### src/rtl/fsm_mealy_sched.sv
// fsm_mealy_sched: one "110" overlapping Mealy detector time-shared across
// four serial channels. Each channel keeps its own 2-bit detector state; a
// round-robin arbiter picks one eligible channel per cycle and only that
// channel's state advances. Detections are reported one cycle later as a
// registered pulse tagged with the channel index.
//
// Optional feature: define FSM_SCHED_CNT_EN to add four saturating CNT_W-bit
// per-channel match counters with a cnt_sel_i / cnt_value_o readout port.
module fsm_mealy_sched #(
    parameter int CNT_W = 8
) (
    input  logic             clk_i,
    input  logic             reset_i,
    input  logic [3:0]       in_valid_i,
    input  logic [3:0]       in_bit_i,
    output logic [3:0]       in_ready_o,
    input  logic [3:0]       ch_clear_i,
`ifdef FSM_SCHED_CNT_EN
    input  logic [1:0]       cnt_sel_i,
    output logic [CNT_W-1:0] cnt_value_o,
`endif
    output logic             detect_o,
    output logic [1:0]       detect_ch_o
);

    // Detector states: S0 idle, S1 seen "1", S2 seen "11".
    typedef enum logic [1:0] {
        S0 = 2'd0,
        S1 = 2'd1,
        S2 = 2'd2
    } detState_e;

    detState_e  chState_q [4];
    logic [1:0] ptr_q;
    logic       detect_q;
    logic [1:0] detectCh_q;

    logic [3:0] eligible;
    logic       grantValid_d;
    logic [1:0] grantIdx_d;
    logic [1:0] scanIdx;
    detState_e  curState;
    logic       curBit;
    detState_e  nextState_d;
    logic       match_d;

    assign eligible = in_valid_i & ~ch_clear_i;

    // Round-robin pick: first eligible channel at or after the pointer; nothing while in reset.
    always_comb begin
        grantValid_d = 1'b0;
        grantIdx_d   = 2'd0;
        scanIdx      = 2'd0;
        if (!reset_i) begin
            for (int k = 0; k < 4; k++) begin
                scanIdx = ptr_q + 2'(k);
                if (!grantValid_d && eligible[scanIdx]) begin
                    grantValid_d = 1'b1;
                    grantIdx_d   = scanIdx;
                end
            end
        end
    end

    assign in_ready_o = grantValid_d ? (4'b0001 << grantIdx_d) : 4'b0000;

    // Mealy next-state and match for the bit offered by the granted channel.
    always_comb begin
        curState    = chState_q[grantIdx_d];
        curBit      = in_bit_i[grantIdx_d];
        nextState_d = S0;
        match_d     = 1'b0;
        case (curState)
            S0: nextState_d = curBit ? S1 : S0;
            S1: nextState_d = curBit ? S2 : S0;
            S2: begin
                nextState_d = curBit ? S2 : S0;
                match_d     = ~curBit;
            end
            default: nextState_d = S0;
        endcase
    end

    // Saved channel states, arbitration pointer and the registered detect pulse.
    always_ff @(posedge clk_i) begin
        if (reset_i) begin
            for (int i = 0; i < 4; i++) begin
                chState_q[i] <= S0;
            end
            ptr_q      <= 2'd0;
            detect_q   <= 1'b0;
            detectCh_q <= 2'd0;
        end else begin
            for (int i = 0; i < 4; i++) begin
                if (ch_clear_i[i]) begin
                    chState_q[i] <= S0;
                end else if (grantValid_d && (grantIdx_d == 2'(i))) begin
                    chState_q[i] <= nextState_d;
                end
            end
            if (grantValid_d) begin
                ptr_q <= grantIdx_d + 2'd1;
            end
            detect_q   <= grantValid_d & match_d;
            detectCh_q <= (grantValid_d && match_d) ? grantIdx_d : 2'd0;
        end
    end

    assign detect_o    = detect_q;
    assign detect_ch_o = detectCh_q;

`ifdef FSM_SCHED_CNT_EN
    logic [CNT_W-1:0] cnt_q [4];

    // Per-channel match counters: bump alongside the detect pulse, saturate, clear with the channel.
    always_ff @(posedge clk_i) begin
        if (reset_i) begin
            for (int i = 0; i < 4; i++) begin
                cnt_q[i] <= '0;
            end
        end else begin
            for (int i = 0; i < 4; i++) begin
                if (ch_clear_i[i]) begin
                    cnt_q[i] <= '0;
                end else if (grantValid_d && match_d && (grantIdx_d == 2'(i))
                             && (cnt_q[i] != {CNT_W{1'b1}})) begin
                    cnt_q[i] <= cnt_q[i] + 1'b1;
                end
            end
        end
    end

    assign cnt_value_o = cnt_q[cnt_sel_i];
`else
    // Without counters, matches are only visible through detect_o / detect_ch_o.
`endif

endmodule
### config.mk
export PLATFORM = sky130hd
export DESIGN_NAME = fsm_mealy_sched
export DESIGN_NICKNAME = d
export VERILOG_FILES = /design/src/rtl/fsm_mealy_sched.sv
export SDC_FILE = /design/constraint.sdc
export NUM_CORES = 1
export LEC_CHECK = 0
export CAP_MARGIN = 0
export CORE_MARGIN = 10
export CORE_UTILIZATION = 50
export DETAILED_ROUTE_END_ITERATION = 12
export GPL_TIMING_DRIVEN = 0
export PLACE_DENSITY = 0.88
export SLEW_MARGIN = 20
export SYNTH_ARGS = -nofsm -noshare
export SYNTH_HDL_FRONTEND = slang
export SYNTH_SLANG_ARGS = --single-unit
### constraint.sdc
create_clock -name clk_i -period 3.9 [get_ports clk_i]
set_clock_uncertainty 0.05 [all_clocks]
set_input_delay 0.78 -clock clk_i [delete_from_list [all_inputs] [get_ports clk_i]]
set_output_delay 0.78 -clock clk_i [all_outputs]
set_load 0.05 [all_outputs]
# Yosys cells after proc, flatten, opt, wreduce, memory -nomap -nowiden
# Memories as Yosys holds them, arrays and structs flattened.
# Index checks and enable logic that the tools add are counted.
word_totals:
  regBits: 5
  mem_bits_rw: 8
  inputBits: 14
  out_inout_bits: 7
  elab_cells: 113
  n_memories: 1
classes:
  n_addsub: 4
  n_lt_le_gt_ge: 5
  eq_ne: 5
  shift: 1
  mux: 66
  bitwise: 13
  n_reduce_logical: 15
mem_list:
  columns: ["memory", "words", "word_bits", "read_ports", "rd_ports_with_merged_regs", "wr", "line", "rtl"]
  rows:
  - ["chState_q", 4, 2, 1, 0, 4, "33", "detState_e chState_q [4];"]
ops:
  columns: ["op", "count"]
  rows:
  - ["1-bit two-way mux", 45]
  - ["2-bit two-way mux", 14]
  - ["2-bit by 3-bit less-than comparator with 1-bit output, second input constant", 5]
  - ["1-bit binary-select mux with 2-bit select", 5]
  - ["1-bit logical AND", 8]
  - ["1-bit OR", 8]
  - ["2-bit equality test, second input constant", 3]
  - ["2-bit by 1-bit adder with 2-bit output, second input constant", 2]
  - ["2-bit adder, second input constant", 2]
  - ["4-bit bitwise AND", 1]
  - ["2-bit by 1-bit equality test with 1-bit output, second input constant", 2]
  - ["2-bit zero test", 2]
  - ["4-bit two-way mux", 1]
  - ["4-bit NOT", 1]
  - ["2-bit one-hot mux with 2 select lines", 1]
  - ["2-bit OR reduction", 2]
  - ["1-bit by 2-bit left shift with 4-bit output, first input constant", 1]
  - ["1-bit zero test", 3]
  - ["1-bit NOT", 2]
  - ["1-bit bitwise AND", 1]

# Logic depth before layout (Yosys ltp)
depth:
  word_depth: 25
  mapped_depth: 11
  ltp_nobuf: 10

# Worst setup path before layout
# No wires, ideal clock.
synth_path:
  path_kind: "input to output"
  start: "in in_valid_i[0]"
  end: "out in_ready_o[1]"
  t_arrival_ps: 2383
  required_time_ps: 3070
  slack_ps: 687
  path_stages: 5
  path_buffers: 0
  cell_sequence: "nor2b_1 > a211o_1 > a211oi_4 > ha_1 > and2_1"
synth_between:
  elab_chain_cells: 19
  elab_cells_between_ends: 30
  cone_classes: "1 x shift; 22 x mux; 1 x bitwise; 6 x reduce/logical"
synth_lines:
  columns: ["item", "line", "rtl"]
  rows:
  - ["start: declaration", "14", "input logic [3:0] in_valid_i,"]
  - ["4-bit bitwise AND *", "47", "assign eligible = in_valid_i & ~ch_clear_i;"]
  - ["1-bit binary-select mux with 2-bit select", "57", "if (!grantValid_d && eligible[scanIdx]) begin"]
  - ["1-bit two-way mux (implied by the code)", "57", null]
  - ["1-bit two-way mux", "57", null]
  - ["1-bit two-way mux", "54", "if (!reset_i) begin"]
  - ["1-bit zero test", "57", null]
  - ["1-bit logical AND", "57", null]
  - ["1-bit two-way mux", "57", null]
  - ["[4 not listed]", null, null]
  - ["1-bit two-way mux", "54", null]
  - ["1-bit zero test", "57", null]
  - ["1-bit logical AND", "57", null]
  - ["2-bit two-way mux *", "57", null]
  - ["2-bit two-way mux *", "54", null]
  - ["net grantIdx_d[0]", "40", "logic [1:0] grantIdx_d;"]
  - ["1-bit by 2-bit left shift with 4-bit output *", "65", "assign in_ready_o = grantValid_d ? (4'b0001 << grantIdx_d) : 4'b0000;"]
  - ["4-bit two-way mux *", "65", null]
  - ["end: declaration", "16", "output logic [3:0] in_ready_o,"]
# The timed path passes the listed nets; every way through them passes the cells marked *. The select of a mux whose other input is x is not followed.

# Worst setup path in the final report
layout_path:
  start: "in ch_clear_i[3]"
  end: "out in_ready_o[0]"
layout_between:
  elab_chain_cells: 20
  elab_cells_between_ends: 31
  cone_classes: "1 x shift; 22 x mux; 2 x bitwise; 6 x reduce/logical"
layout_lines:
  columns: ["item", "line", "rtl"]
  rows:
  - ["start: declaration", "17", "input logic [3:0] ch_clear_i,"]
  - ["4-bit NOT *", "47", null]
  - ["4-bit bitwise AND *", "47", null]
  - ["1-bit binary-select mux with 2-bit select", "57", null]
  - ["1-bit two-way mux (implied by the code)", "57", null]
  - ["1-bit two-way mux", "57", null]
  - ["1-bit two-way mux", "54", null]
  - ["1-bit zero test", "57", null]
  - ["1-bit logical AND", "57", null]
  - ["[5 not listed]", null, null]
  - ["1-bit two-way mux", "54", null]
  - ["1-bit zero test", "57", null]
  - ["1-bit logical AND", "57", null]
  - ["2-bit two-way mux *", "57", null]
  - ["2-bit two-way mux *", "54", null]
  - ["net grantIdx_d[1]", "40", null]
  - ["1-bit by 2-bit left shift with 4-bit output *", "65", null]
  - ["4-bit two-way mux *", "65", null]
# Marked as above.

==> impl_metrics.sql <==
INSERT INTO impl_metrics (metric_group, metric, value, unit) VALUES
('clocking', 'cts_tree', 'built', ''),
('worst_setup_path', 'start_kind', 'input port', ''),
('clocking', 'cts.sink_count', '13', ''),
('global_routing', 'grt_overflow_total', '0', ''),
('yosys', 'synth.top_cells.by_count', 'sky130_fd_sc_hd__nand3_1 (10), sky130_fd_sc_hd__nor3_1 (9), sky130_fd_sc_hd__edfxtp_1 (8), sky130_fd_sc_hd__ha_1 (7), sky130_fd_sc_hd__nor2b_1 (7)', ''),
('yosys', 'synth_edf_count', '8', ''),
('final_layout', 'layout.cell_area.non_filler', '0.001265', 'mm^2'),
('routing', 'count_of_routing_violations_after_the_opening_detailed_route_iteration', '35', ''),
('clocking', 'numCtsBuffers', '3', ''),
('routing', 'via_density_per_instance', '5.732', ''),
('flow_run', 'max-cap-violations', '0', ''),
('routing', 'ant_nets', '0', ''),
('final_layout', 'final_cells', '157', ''),
('worst_setup_path', 'worst-endpoint-arrival', '2940', 'ps'),
('pwr', 'internal_power', '249.5', 'uW'),
('timing', 'period_needed', '3768', 'ps'),
('yosys', 'total_of_warnings_raised_by_yosys', '0', ''),
('timing', 'final.setup.tns', '0', 'ps'),
('yosys', 'synth_top_area_share', '23.79', '%'),
('placed_design', 'dp_cells', '151', ''),
('yosys', 'mappedNetlistNets', '126', ''),
('pwr', 'power.ir.vdd_worst', '0.0001576', 'V'),
('yosys', 'ys_seq_elements', '13', ''),
('final_layout', 'antennaDiodeCount', '0', ''),
('floorplan', 'die_width', '64.94', 'um'),
('pwr', 'switch_pwr', '121.5', 'uW'),
('yosys', 'netlist_area', '0.001010', 'mm^2'),
('worst_setup_path', 'regToRegStartpoint', 'ptr_q[1]$_SDFFE_PP0P_', ''),
('pwr', 'cellPowerDensity', '293.3', 'mW/mm^2'),
('timing', 'final_critical_path_setup_slack', '131.8', 'ps'),
('global_routing', 'first_pass_grt_wire_length', '3967', 'um'),
('yosys', 'synth-seq-area-share', '33.71', '%'),
('yosys', 'synthesis.area_per_instance', '9.616', 'um^2'),
('placed_design', 'dpl_worst_slack', '-533.5', 'ps'),
('worst_setup_path', 'rr_worst_depth', '9', ''),
('placed_design', 'dp_hpwl', '1893', 'um'),
('global_routing', 'via_count_of_the_first_global_routing_pass', '944', ''),
('pwr', 'power.leakage', '0.0005007', 'uW'),
('floorplan', 'floorplan.die.height', '64.94', 'um'),
('placed_design', 'placed_area', '0.001234', 'mm^2'),
('clocking', 'cts_hold_buffers', '0', ''),
('status', 'run_status', 'finished, final reports clean', ''),
('placed_design', 'port_buffers', '19', ''),
('pwr', 'sw_frac_of_total', '32.75', '%'),
('worst_setup_path', 'critical_path_required', '3070', 'ps'),
('clocking', 'htreeDepth', '1', ''),
('yosys', 'synth_cell_types', '34', ''),
('worst_setup_path', 'cells_along_the_critical_path', 'clkdlybuf4s50_1 -> nand2b_1 -> a41o_2 -> a31oi_1 -> o211a_1 -> buf_6 -> inv_1 -> ha_1 -> and2_1 -> buf_2', ''),
('pwr', 'pwr-share-comb', '35.7', '%'),
('placed_design', 'gp_congestion', '0.8401', ''),
('hold_path', 'min_path_type', 'reg2reg', ''),
('timing', 'final_hold_viol_count', '0', ''),
('pwr', 'sequentialPowerShare', '42.7', '%'),
('timing', 'timing.final.setup_violations', '0', ''),
('clocking', 'clock_slew_at_reported_path_ffs', '70', 'ps'),
('yosys', 'synthTopCellsByArea', 'sky130_fd_sc_hd__edfxtp_1 (24%), sky130_fd_sc_hd__dfxtp_1 (9.9%), sky130_fd_sc_hd__ha_1 (8.7%), sky130_fd_sc_hd__mux2i_1 (5.9%), sky130_fd_sc_hd__nand3_1 (5.0%)', ''),
('worst_setup_path', 'cp-end-kind', 'output port', ''),
('clocking', 'clkLatencyLatePin', '270', 'ps'),
('worst_setup_path', 'largest_fanout_on_the_critical_path', '9', ''),
('timing', 'layout_worst_path_cycle_share', '96.62', '%'),
('routing', 'drt_pre_antenna_iters', '5', ''),
('final_layout', 'share_of_layout_cells_above_drive_strength_1', '15.38', '%'),
('floorplan', 'ios', '21', ''),
('routing', 'drc', '0', ''),
('timing', 'finalMaxSlewViolations', '0', ''),
('timing', 'worst-slew-pin-transition', '503.1', 'ps'),
('worst_setup_path', 'startpoint', 'ch_clear_i[3]', ''),
('routing', 'vias', '900', ''),
('yosys', 'synth.most_common_cell', 'sky130_fd_sc_hd__nand3_1', ''),
('routing', 'route.final.wire_length', '2370', 'um'),
('worst_setup_path', 'criticalPathCategory', 'in2out', '');
flip-flops by register name (all words and copies together) (netlist names):
signal / count
chState_q: 8
detect_ch_o: 2
ptr_q: 2
detect_o: 1
timing repair:
action,CTS,global route
buffers inserted,2,0
endpoints found under the setup margin,4,4
hold endpoints to repair,0,0
resized for setup,14,8
pin swaps,1,0
worst min-delay path by stage:
stage	cells past startpoint	from	slack, ps	to
after CTS	3	ptr_q[0]$_SDFFE_PP0P_	650	ptr_q[0]$_SDFFE_PP0P_
after floorplan	3	ptr_q[0]$_SDFFE_PP0P_	580	ptr_q[0]$_SDFFE_PP0P_
after global placement	3	ptr_q[0]$_SDFFE_PP0P_	620	ptr_q[0]$_SDFFE_PP0P_
after detailed placement	3	ptr_q[0]$_SDFFE_PP0P_	640	ptr_q[0]$_SDFFE_PP0P_
after global routing	3	ptr_q[0]$_SDFFE_PP0P_	740	ptr_q[0]$_SDFFE_PP0P_
final	3	ptr_q[0]$_SDFFE_PP0P_	650	ptr_q[0]$_SDFFE_PP0P_
logic make-up (layout without fill, tap and decap cells):
| logic type | after synthesis | count (layout) | synth area share [%] |
|---|---|---|---|
| AO/OA/AOI/OAI | 20 | 20 | 16.36 |
| adder cells (fa/ha/maj) | 7 | 7 | 8.674 |
| buffers and inverters | 7 | 32 | 2.974 |
| multiplexers | 10 | 10 | 11.77 |
| AND/OR/NAND/NOR | 48 | 48 | 26.52 |
| flip-flops | 13 | 13 | 33.71 |
critical path: cells and delay by family:
kind | cells | cell delay, ps
buffers and inverters | 4 | 920
AO/OA/AOI/OAI | 3 | 650
AND/OR/NAND/NOR | 2 | 340
adder cells (fa/ha/maj) | 1 | 230
routing by layer:
layer  global-route usage [%]  wire length, um  vias up
li1                         -                -      442
met1                    11.83              957      418
met2                    22.04             1227       32
met3                    2.234              116        8
met4                    6.417               68        0
met5                        0                0        -
area by class of cell:
| type | instances | area (um^2) |
|---|---|---|
| Fill cell | 162 | 676.9 |
| Sequential cell | 13 | 340.3 |
| Clock buffer | 4 | 26.28 |
| Timing Repair Buffer | 21 | 185.2 |
| Tap cell | 27 | 33.78 |
| Inverter | 3 | 11.26 |
| Multi-Input combinational cell | 85 | 645.6 |
| Buffer | 4 | 22.52 |
power groups by stage:
stage	Sequential [uW]	Clock, uW	Combinational, uW
floorplan	162	0	89.3
global placement	161	0	124
detailed placement	161	0	129
CTS	158	80.6	131
global route	159	88.3	145
finish	158	80.2	133
per-stage QoR:
step | hold WS (ps) | total power [uW] | utilization [%]
floorplan | 576.0 | 251.2 | -
global placement | 619.5 | 284.6 | 63.53
detailed placement | 642.1 | 290.0 | 63.53
CTS | 652.6 | 369.6 | 65.59
global route | 736.8 | 392.3 | 65.14
finish | 649.1 | 371.0 | 65.14
cells in the final DEF, fill, tap and decap left out, drive strengths merged, types with 2 or more instances in the layout:
master	synthesis	final
a211o	5	5
clkbuf	2	6
edfxtp	8	8
a31oi	4	4
nor2	6	6
ha	7	7
o211a	2	2
mux2	2	2
and2	4	4
mux2i	8	8
nor2b	7	7
inv	3	3
nand2b	7	7
a21oi	3	3
nor3	9	9
dfxtp	5	5
a211oi	2	2
clkdlybuf4s50	0	15
buf	2	8
nand3	10	10
Note: power is estimated with default switching activity, not from simulation.
